<file path="src/rtl/gray_timer_sched.sv">
// Round-robin (or fixed-priority) scheduler sharing one gray_timer among NREQ requesters.
// Optional feature macro: GRAY_SCHED_RR_EN selects round-robin; undefined gives lowest-index priority.
module gray_timer_sched #(
  parameter int SIZE = 8,
  parameter int NREQ = 4
) (
  input  logic                 Clk,
  input  logic                 Rst,
  input  logic [NREQ-1:0]      Req,
  input  logic [NREQ*SIZE-1:0] LimitBus,
  output logic [NREQ-1:0]      Gnt,
  output logic [NREQ-1:0]      Done,
  output logic                 Busy,
  output logic                 TmrRst_n,
  output logic [SIZE-1:0]      TmrLimit,
  input  logic                 TmrInt
);

  // state | meaning
  // IDLE  | no job; timer held cleared; arbitrate pending requests
  // ARM   | winner granted, its limit loaded, timer still held cleared
  // RUN   | timer counting; wait for TmrInt or loss of Req
  // DONE  | one-cycle Done pulse to the winner, timer cleared again

  localparam int IW = (NREQ > 1) ? $clog2(NREQ) : 1;
  localparam logic [IW:0]   NREQ_W = NREQ[IW:0];
  localparam logic [IW-1:0] LAST   = IW'(NREQ - 1);

  typedef enum logic [1:0] {
    IDLE = 2'd0,
    ARM  = 2'd1,
    RUN  = 2'd2,
    DONE = 2'd3
  } state_t;

  state_t          state, state_nxt;
  logic [IW-1:0]   ptr;
  logic [IW-1:0]   gidx, gidx_nxt;
  logic [IW-1:0]   win;
  logic            found;
  logic [IW:0]     sum;
  logic [NREQ-1:0] gnt_nxt, done_nxt;
  logic [SIZE-1:0] lim_nxt;

  // Search from ptr upward, wrapping modulo NREQ; first pending requester wins.
  always_comb begin
    found = 1'b0;
    win   = '0;
    sum   = '0;
    for (int k = 0; k < NREQ; k++) begin
      sum = {1'b0, ptr} + k[IW:0];
      if (sum >= NREQ_W) sum = sum - NREQ_W;
      if (!found && Req[sum[IW-1:0]]) begin
        found = 1'b1;
        win   = sum[IW-1:0];
      end
    end
  end

`ifdef GRAY_SCHED_RR_EN
  logic [IW-1:0] ptr_nxt;

  assign ptr_nxt = (gidx == LAST) ? '0 : gidx + IW'(1);

  // Pointer moves past the winner whenever its job ends, by completion or abort.
  always_ff @(posedge Clk) begin
    if (Rst)
      ptr <= '0;
    else if (state != IDLE && state_nxt == IDLE)
      ptr <= ptr_nxt;
  end
`else
  assign ptr = '0;
`endif

  always_ff @(posedge Clk) begin
    if (Rst) begin
      state    <= IDLE;
      Gnt      <= '0;
      Done     <= '0;
      TmrLimit <= '0;
      gidx     <= '0;
    end else begin
      state    <= state_nxt;
      Gnt      <= gnt_nxt;
      Done     <= done_nxt;
      TmrLimit <= lim_nxt;
      gidx     <= gidx_nxt;
    end
  end

  always_comb begin
    state_nxt = state;
    gnt_nxt   = Gnt;
    done_nxt  = '0;
    lim_nxt   = TmrLimit;
    gidx_nxt  = gidx;
    case (state)
      IDLE: begin
        gnt_nxt = '0;
        if (found) begin
          gnt_nxt[win] = 1'b1;
          gidx_nxt     = win;
          lim_nxt      = LimitBus[win*SIZE +: SIZE];
          state_nxt    = ARM;
        end
      end
      ARM: begin
        if (!Req[gidx]) begin
          gnt_nxt   = '0;
          state_nxt = IDLE;
        end else begin
          state_nxt = RUN;
        end
      end
      RUN: begin
        if (!Req[gidx]) begin
          gnt_nxt   = '0;
          state_nxt = IDLE;
        end else if (TmrInt) begin
          done_nxt[gidx] = 1'b1;
          state_nxt      = DONE;
        end
      end
      DONE: begin
        gnt_nxt   = '0;
        state_nxt = IDLE;
      end
      default: begin
        gnt_nxt   = '0;
        state_nxt = IDLE;
      end
    endcase
  end

  assign Busy     = (state != IDLE);
  assign TmrRst_n = (state == RUN);

endmodule

</file>
<file path="config.mk">
export PLATFORM = sky130hd
export DESIGN_NAME = gray_timer_sched
export DESIGN_NICKNAME = d
export VERILOG_FILES = /design/src/rtl/gray_timer_sched.sv
export SDC_FILE = /design/constraint.sdc
export NUM_CORES = 1
export LEC_CHECK = 0
export CORE_MARGIN = 3
export CORE_UTILIZATION = 41
export DETAILED_ROUTE_END_ITERATION = 16
export GPL_TIMING_DRIVEN = 0
export PLACE_DENSITY = 0.87
export SLEW_MARGIN = 25
export SYNTH_ARGS = -nofsm -noshare
export SYNTH_HDL_FRONTEND = slang
export SYNTH_SLANG_ARGS = --single-unit
</file>
<file path="constraint.sdc">
create_clock -name Clk -period 1.8 [get_ports Clk]
set_input_delay 0.36 -clock Clk [delete_from_list [all_inputs] [get_ports Clk]]
set_output_delay 0.36 -clock Clk [all_outputs]
set_load 0.01 [all_outputs]
</file>
After elaboration in Yosys (flattened, before gate mapping)
Cells that the tools add are included.
- output and inout bits: 18
- logic and storage cells: 54
- bits in registers: 20
- bits of input ports: 39
- magnitude comparators: 4
- multiplexer cells: 21
- equal/unequal tests: 6
- shift-type cells: 1
- reduce and logical (&&, ||, !) cells: 14
- bitwise logic cells: 3
- operator list (operator ; number):
    32-bit by 6-bit variable part select with 8-bit output ; 1
    2-bit 2-to-1 mux ; 6
    4-bit one-hot mux with 3 select lines ; 1
    1-bit 2-to-1 mux ; 8
    4-bit 2-to-1 mux ; 2
    2-bit one-hot mux with 4 select lines ; 1
    2-bit by 3-bit < comparator with 1-bit output (second input constant) ; 2
    1-bit logical AND ; 5
    1-bit demux with 2-bit select ; 2
    2-bit == test (second input constant) ; 2
    2-bit by 1-bit greater-or-equal comparator with 1-bit output (second input constant) ; 2
    2-bit != test (second input constant) ; 2
    2-bit AND reduction ; 2
    4-bit OR reduction ; 1
    1-bit logical NOT ; 3
    3-bit != test (second input constant) ; 1
    1-bit inverter ; 3
    1-bit binary-select mux with 2-bit select ; 1
    2-bit by 1-bit == test with 1-bit output (second input constant) ; 1
    2-bit logical NOT ; 1
    2-bit nonzero test ; 1
    2-bit OR reduction ; 1

Depth between registers and ports, before layout
Gate-level depths: netlist of run 1.
- depth after elaboration: 16
- gate-level depth with buffers: 6

Worst setup path before layout of run 1
Ideal clock, no wire load.
- kind: input port to flip-flop
- from: input port Req[0]
- to: register state[0]
- slack: 0.277 ns
- setup time: 0.127 ns
- arrival: 1.395 ns
- buffers on the path: 1
- cell stages on the path: 5
- path through: buf_6 mux4_2 and2_1 nor3_2 nor3_2
- cells in the longest elaborated chain, start to end: 12
- elaborated cells on any way between the ends: 17
- classes of those cells: eq/ne: 2; mux: 8; reduce/logical: 7
- RTL lines (what ; RTL line ; source):
    start: declaration ; 9 ; input logic [NREQ-1:0] Req,
    1-bit 2-to-1 mux ; 53 ; if (!found && Req[sum[IW-1:0]]) begin
    1-bit logical NOT ; 53 ;
    1-bit logical AND ; 53 ;
    1-bit 2-to-1 mux ; 53 ;
    1-bit logical NOT ; 53 ;
    1-bit logical AND ; 53 ;
    1-bit 2-to-1 mux ; 53 ;
    1-bit logical NOT ; 53 ;
    1-bit logical AND ; 53 ;
    1-bit 2-to-1 mux ; 53 ;
    2-bit != test (no source line) ; n/a ;
    2-bit AND reduction (no source line) ; n/a ;
    end signal: assignment ; 84 ; state <= state_nxt;
    end: declaration ; 36 ; state_t state, state_nxt;
Parallel ways exist; a longest one is shown, timed or not. The select of a mux whose other input is x is not followed.
A chain may end at the register's enable or synchronous reset.

Final worst setup path of run 1
- from: register state[0]
- to: output port Busy
- cells in the longest elaborated chain, start to end: 1
- RTL lines (what ; RTL line ; source):
    2-bit nonzero test ; 136 ; assign Busy = (state != IDLE);
    end: declaration ; 13 ; output logic Busy,
Every way passes these cells.

==> flow_metrics.tcl, run 1 <==
set metrics [dict create \
    numClockSinks 20 \
    critPathCaptureType "primary output" \
    diodes 0 \
    finalHoldViolations 0 \
    die_x_um 60.5 \
    fillerInstances 224 \
    p_sw_mw 0.369 \
    cts_buffers 3 \
    ant_nets 0 \
    min_path_type "in2reg" \
    status "finished clean" \
    grt_usage 0.212 \
    start_kind "flop" \
    swShare 0.287 \
    drv_slew 0 \
    clock_path_buffers 2 \
    grt_max_degree 13 \
    drc_errors 0 \
    grt_antenna_before_repair 0 \
    period_needed_ps 1730 \
    route.vias.total 1400 \
    fin_tns_setup_ps 0 \
    grt_overflow 0 \
    port_buffers 54 \
    cts_hold_buf 0 \
    syn_area_um2 1220 \
    clkTransAtPathRegs_ps 120 \
    root_buffer "clkbuf_4" \
    cp_data_required_time_ps 1440 \
    routed_wl_um 3670 \
    crit_type "reg2out" \
    avgSynthCellArea_um2 8.12 \
    p_clk_frac 0.293 \
    cp_cell_sequence "inv_1 -> ha_4 -> inv_1 -> dlygate4sd2_1" \
    seqPwrFrac 0.387 \
    max_freq_mhz 578 \
    critPathMaxFanout 5 \
    ios 57 \
    grt_pass1_wl_um 5950 \
    maxCapViolations 0 \
    skew_ps 5.34 \
    layout_setup_ws_ps 70.1 \
    yosysTopAreaCell "dfxtp_1" \
    critPathBufInv 3 \
    crit_top_cell "inv_1" \
    hpwl_um 2760 \
    rows 19 \
    drtIter0Drc 58 \
    dp_worst_setup_slack_ps -337 \
    cp.arrival_ps 1370 \
    clk-insertion-delay-late_ps 310 \
    yosys.area.top_type_share 0.329 \
    hold-worst-slack_ps 392 \
    synthCells 150 \
    cts_htree_levels 1 \
    fp.dieH_um 60.5 \
    synth_nets 193 \
    synth.distinct_cells 32 \
    finalCritPeriodShare 0.961 \
    p_int_mw 0.917 \
    wl_per_cell_um 15.2 \
    cpLargestDelayFamily "buffers and inverters" \
    slew_headroom 0.636 \
    fp.coreArea_um2 2780 \
    fin_nets 254 \
    synth.area.top_cells "dfxtp_1 (33%), a21boi_0 (9.9%), and3_1 (9.2%), o211ai_1 (4.9%), a31oi_1 (4.6%)" \
    p_leak_nw 0.795 \
    yosys_warnings 0 \
    layout_common_cells "clkdlybuf4s50_1 (49), dfxtp_1 (18), and3_1 (18)" \
    syn_to_final_growth_pct 58.7 \
    start_util 0.438 \
    crit_slowest_cell "dfxtp_2" \
    ys_seq_area_frac 0.329 \
    gp_congestion 0.918 \
    rsz0062_at_grt "false" \
    power.density_nw_per_um2 666 \
    die_area_um2 3660 \
    drive_above_1_share 0.133 \
    finalSetupViolCount 0 \
    tightest_slew_ps 544 \
    grt_pass1_vias 1367 \
    cts_tree "done" \
    final_common_cell "clkdlybuf4s50_1" \
    ir_worst_vdd_v 0.000434 \
    critPathMaxStageDelay_ps 350 \
    viasPerCell 5.81 \
    drtPass1Iterations 4 \
    combPwrFrac 0.320 \
    ys_seq_elements 20 \
]
[state kept, by name, summed over array words and instances, names as in the netlist]
| name | count |
|---|---|
| TmrLimit | 8 |
| Done | 4 |
| Gnt | 4 |
| gidx | 2 |
| state | 2 |
[final timing paths]
check | slack, ps | to | depth (start not counted) | start
max reg2reg | 110 | TmrLimit[2] | 6 | state[0]
max | 70 | Busy | 4 | state[0]
min reg2reg | 480 | Gnt[1] | 2 | Gnt[1]
min | 390 | Gnt[0] | 3 | Req[0]
[through the flow]
stage	std cells	instance area (µm²)	utilization	total power, mW
after floorplan	150	1220	-	0.693
after global placement	235	1800	0.646	0.869
after detailed placement	235	1800	0.646	0.879
after CTS	239	1850	0.667	1.25
after global routing	241	1930	0.695	1.35
final	241	1930	0.695	1.29
[worst reg2reg max path, stage by stage (launching register included)]
cell and delay [ps]:
dfxtp_2 350, inv_1 150, ha_4 210, inv_1 70, nor2_1 440, o211ai_1 190, a31oi_1 210
[metal layers]
metal,GRT usage,wire length (µm),up-vias
li1,-,-,673
met1,0.254,1500,631
met2,0.366,1720,81
met3,0.0383,353,15
met4,0.105,102,0
met5,0,0,-
[repair_timing]
| action | 4_1_cts | 5_1_grt |
|---|---|---|
| buffers inserted | 0 | 1 |
| resized for setup | 6 | 23 |
| setup endpoints to repair | 10 | 15 |
| pin swaps | 1 | 1 |
| hold endpoints to repair | 0 | 0 |
| cloned | 0 | 1 |
[cells in the mapped netlist, drive strengths merged]
library cell  number
a211oi             1
a21boi            16
a21o               1
a21oi              4
a221oi             1
a22o               1
a31oi              9
a32oi              1
a41oi              1
and2               2
and3              18
buf                3
clkbuf             7
dfxtp             20
ha                 4
inv                9
mux4               1
nand2             12
nand2b             1
nand3              2
nand3b             1
nor2               7
nor3               8
nor4               2
o211ai             8
o21ai              8
o41ai              1
or2                1
[power groups by stage]
stage	combinational [mW]	clock (mW)	sequential (mW)
CTS	0.373	0.375	0.498
detailed placement	0.372	0	0.507
global route	0.447	0.399	0.503
floorplan	0.179	0	0.514
finish	0.412	0.377	0.498
global placement	0.363	0	0.505
[area by class of cell]
type                       instances  area (µm²)  share of cell area
buffer                            10        53.8              0.0278
tap                               31        38.8              0.0201
clock buffer                       3        22.5              0.0117
inverter                           9        33.8              0.0175
clock inverter                     1        30.0              0.0155
multi-input combinational        112         797               0.413
timing repair buffer              55         553               0.286
sequential                        20         403               0.209
[logic make-up (layout without fill, tap and decap cells)]
group,after synthesis,after routing,synth area share
flip-flops,20,20,0.329
AO/OA/AOI/OAI,52,53,0.302
multiplexers,1,1,0.0185
adder cells (fa/ha/maj),4,4,0.0411
AND/OR/NAND/NOR,54,54,0.244
buffers and inverters,19,78,0.0658
Power figures use the tool's default switching activity.
==> run 2, diff against run 1 <==
--- a/config.mk
+++ b/config.mk
@@ -8,7 +8,9 @@
 export CORE_MARGIN = 3
 export CORE_UTILIZATION = 41
+export CTS_CLUSTER_DIAMETER = 100
 export DETAILED_ROUTE_END_ITERATION = 16
 export GPL_TIMING_DRIVEN = 0
 export PLACE_DENSITY = 0.87
+export SKIP_CTS_REPAIR_TIMING = 1
 export SLEW_MARGIN = 25
 export SYNTH_ARGS = -nofsm -noshare
==> constraint.sdc (replaced) <==
create_clock -name Clk -period 1.8 [get_ports Clk]
set_input_delay 0.36 -clock Clk [delete_from_list [all_inputs] [get_ports Clk]]
set_output_delay 0.36 -clock Clk [all_outputs]
set_load 0.02 [all_outputs]
==> run 2 against run 1 <==
Net effect: clock power is essentially flat; combinational power grew 6.1%; global-route usage shrank 0.13 points; sequential share of layout area shrank 0.16 points; clock-buffer cell count is the same; worst setup slack gained 24 ps; clock skew shrank 1.8 ps; critical endpoint is now TmrRst_n; highest routed layer unchanged.
==> flow_metrics.tcl, run 2 (synthesis results as in run 1) <==
set metrics [dict create \
    viasPerCell 5.74 \
    p_clk_frac 0.289 \
    max_freq_mhz 586 \
    hpwl_um 2760 \
    critPathMaxStageDelay_ps 360 \
    timing.rr.start "state[0]" \
    port_buffers 54 \
    final_common_cell "clkdlybuf4s50_1" \
    numClockSinks 20 \
    fin_tns_setup_ps 0 \
    ir_worst_vdd_v 0.000432 \
    cts_htree_levels 1 \
    die_area_um2 3660 \
    grt_antenna_before_repair 0 \
    cp-startpoint "state[0]" \
    drtIter0Drc 47 \
    tightest_slew_ps 465 \
    final_cells 241 \
    routed_wl_um 3720 \
    grt_max_degree 13 \
    min_from "Req[0]" \
    finalPower_mw 1.31 \
    fp.coreArea_um2 2780 \
    finalHoldViolations 0 \
    clk-insertion-delay-late_ps 310 \
    cpLargestDelayFamily "buffers and inverters" \
    cts_tree "done" \
    syn_to_final_growth_pct 58.9 \
    fp.dieH_um 60.5 \
    ant_nets 0 \
    ios 57 \
    drive_above_1_share 0.129 \
    clock_path_buffers 2 \
    finalSetupViolCount 0 \
    route.vias.total 1384 \
    critPathMaxFanout 4 \
    fin_nets 254 \
    critPathBufInv 2 \
    cp_data_required_time_ps 1440 \
    drv_slew 0 \
    rsz0062_at_grt "false" \
    critPathCaptureType "primary output" \
    diodes 0 \
    top_regs "TmrLimit (8), Done (4), Gnt (4)" \
    p_int_mw 0.917 \
    period_needed_ps 1710 \
    p_leak_nw 0.808 \
    drtPass1Iterations 4 \
    layout_common_cells "clkdlybuf4s50_1 (49), dfxtp_1 (20), and3_1 (18)" \
    grt_usage 0.211 \
    wl_per_cell_um 15.5 \
    root_buffer "clkbuf_4" \
    crit_type "reg2out" \
    rows 19 \
    die_x_um 60.5 \
    grt_pass1_vias 1354 \
    clkTransAtPathRegs_ps 120 \
    grt_pass1_wl_um 5930 \
    place_inst 235 \
    gp_congestion 0.918 \
    status "finished clean" \
    start_util 0.438 \
    slew_headroom 0.690 \
    min_path_type "in2reg" \
    p_sw_mw 0.398 \
    skew_ps 3.55 \
    largest_register "TmrLimit" \
    grt_overflow 0 \
    cts_buffers 3 \
    swShare 0.303 \
    largest_reg_flops 8 \
    power.density_nw_per_um2 680 \
    crit_slowest_cell "dfxtp_1" \
    start_kind "flop" \
    maxCapViolations 0 \
    combPwrFrac 0.332 \
    drc_errors 0 \
    seqPwrFrac 0.378 \
    cp.arrival_ps 1350 \
    finalCritPeriodShare 0.948 \
    cp_cell_sequence "inv_1 -> ha_1 -> dlymetal6s2s_1" \
]
-- run 2: per-layer routing --
metal  global-route usage  up-vias  share of wire
met2                0.358       61           0.48
li1                     -      675              -
met1                0.256      636           0.42
met5                    0        -              0
met4                0.105        0          0.024
met3               0.0383       12          0.075
-- run 2: power groups by stage --
| stage | Combinational, mW | Sequential [mW] | Clock, mW |
|---|---|---|---|
| 2_1_floorplan | 0.182 | 0.532 | 0 |
| 3_3_place_gp | 0.385 | 0.505 | 0 |
| 3_5_place_dp | 0.393 | 0.507 | 0 |
| 4_1_cts | 0.395 | 0.497 | 0.375 |
| 5_1_grt | 0.473 | 0.502 | 0.399 |
| 6_report | 0.437 | 0.497 | 0.380 |
-- run 2: final timing paths --
path / endpoint / slack [ps] / cells past startpoint
setup / recovery: TmrRst_n / 90 / 3
hold / removal: Gnt[0] / 400 / 3
setup reg to reg: TmrLimit[2] / 110 / 7
hold reg to reg: Gnt[1] / 480 / 2
-- run 2: layout make-up --
type                       instances  area (µm²)
sequential                        20         400
tap                               31        38.8
inverter                           9        33.8
clock buffer                       3        22.5
multi-input combinational        112         802
timing repair buffer              55         553
buffer                            10        53.8
clock inverter                     1        30.0
fill                             222         847
-- run 2: metrics by stage --
stage	cell area, µm²	hold slack, ps	utilization	setup WS (ps)
global route	1930	425	0.695	13.7
global placement	1800	452	0.646	-275
detailed placement	1800	460	0.646	-337
CTS	1850	361	0.665	-344
finish	1930	402	0.695	94.4
floorplan	1220	469	-	277
-- run 2: worst reg2reg max path, cell delays in order (launching register included) --
cell and delay (ps):
dfxtp_1 360, inv_1 170, ha_4 210, o41ai_4 100
buf_4 160, a211oi_4 280, o21ai_0 160, a31oi_1 200
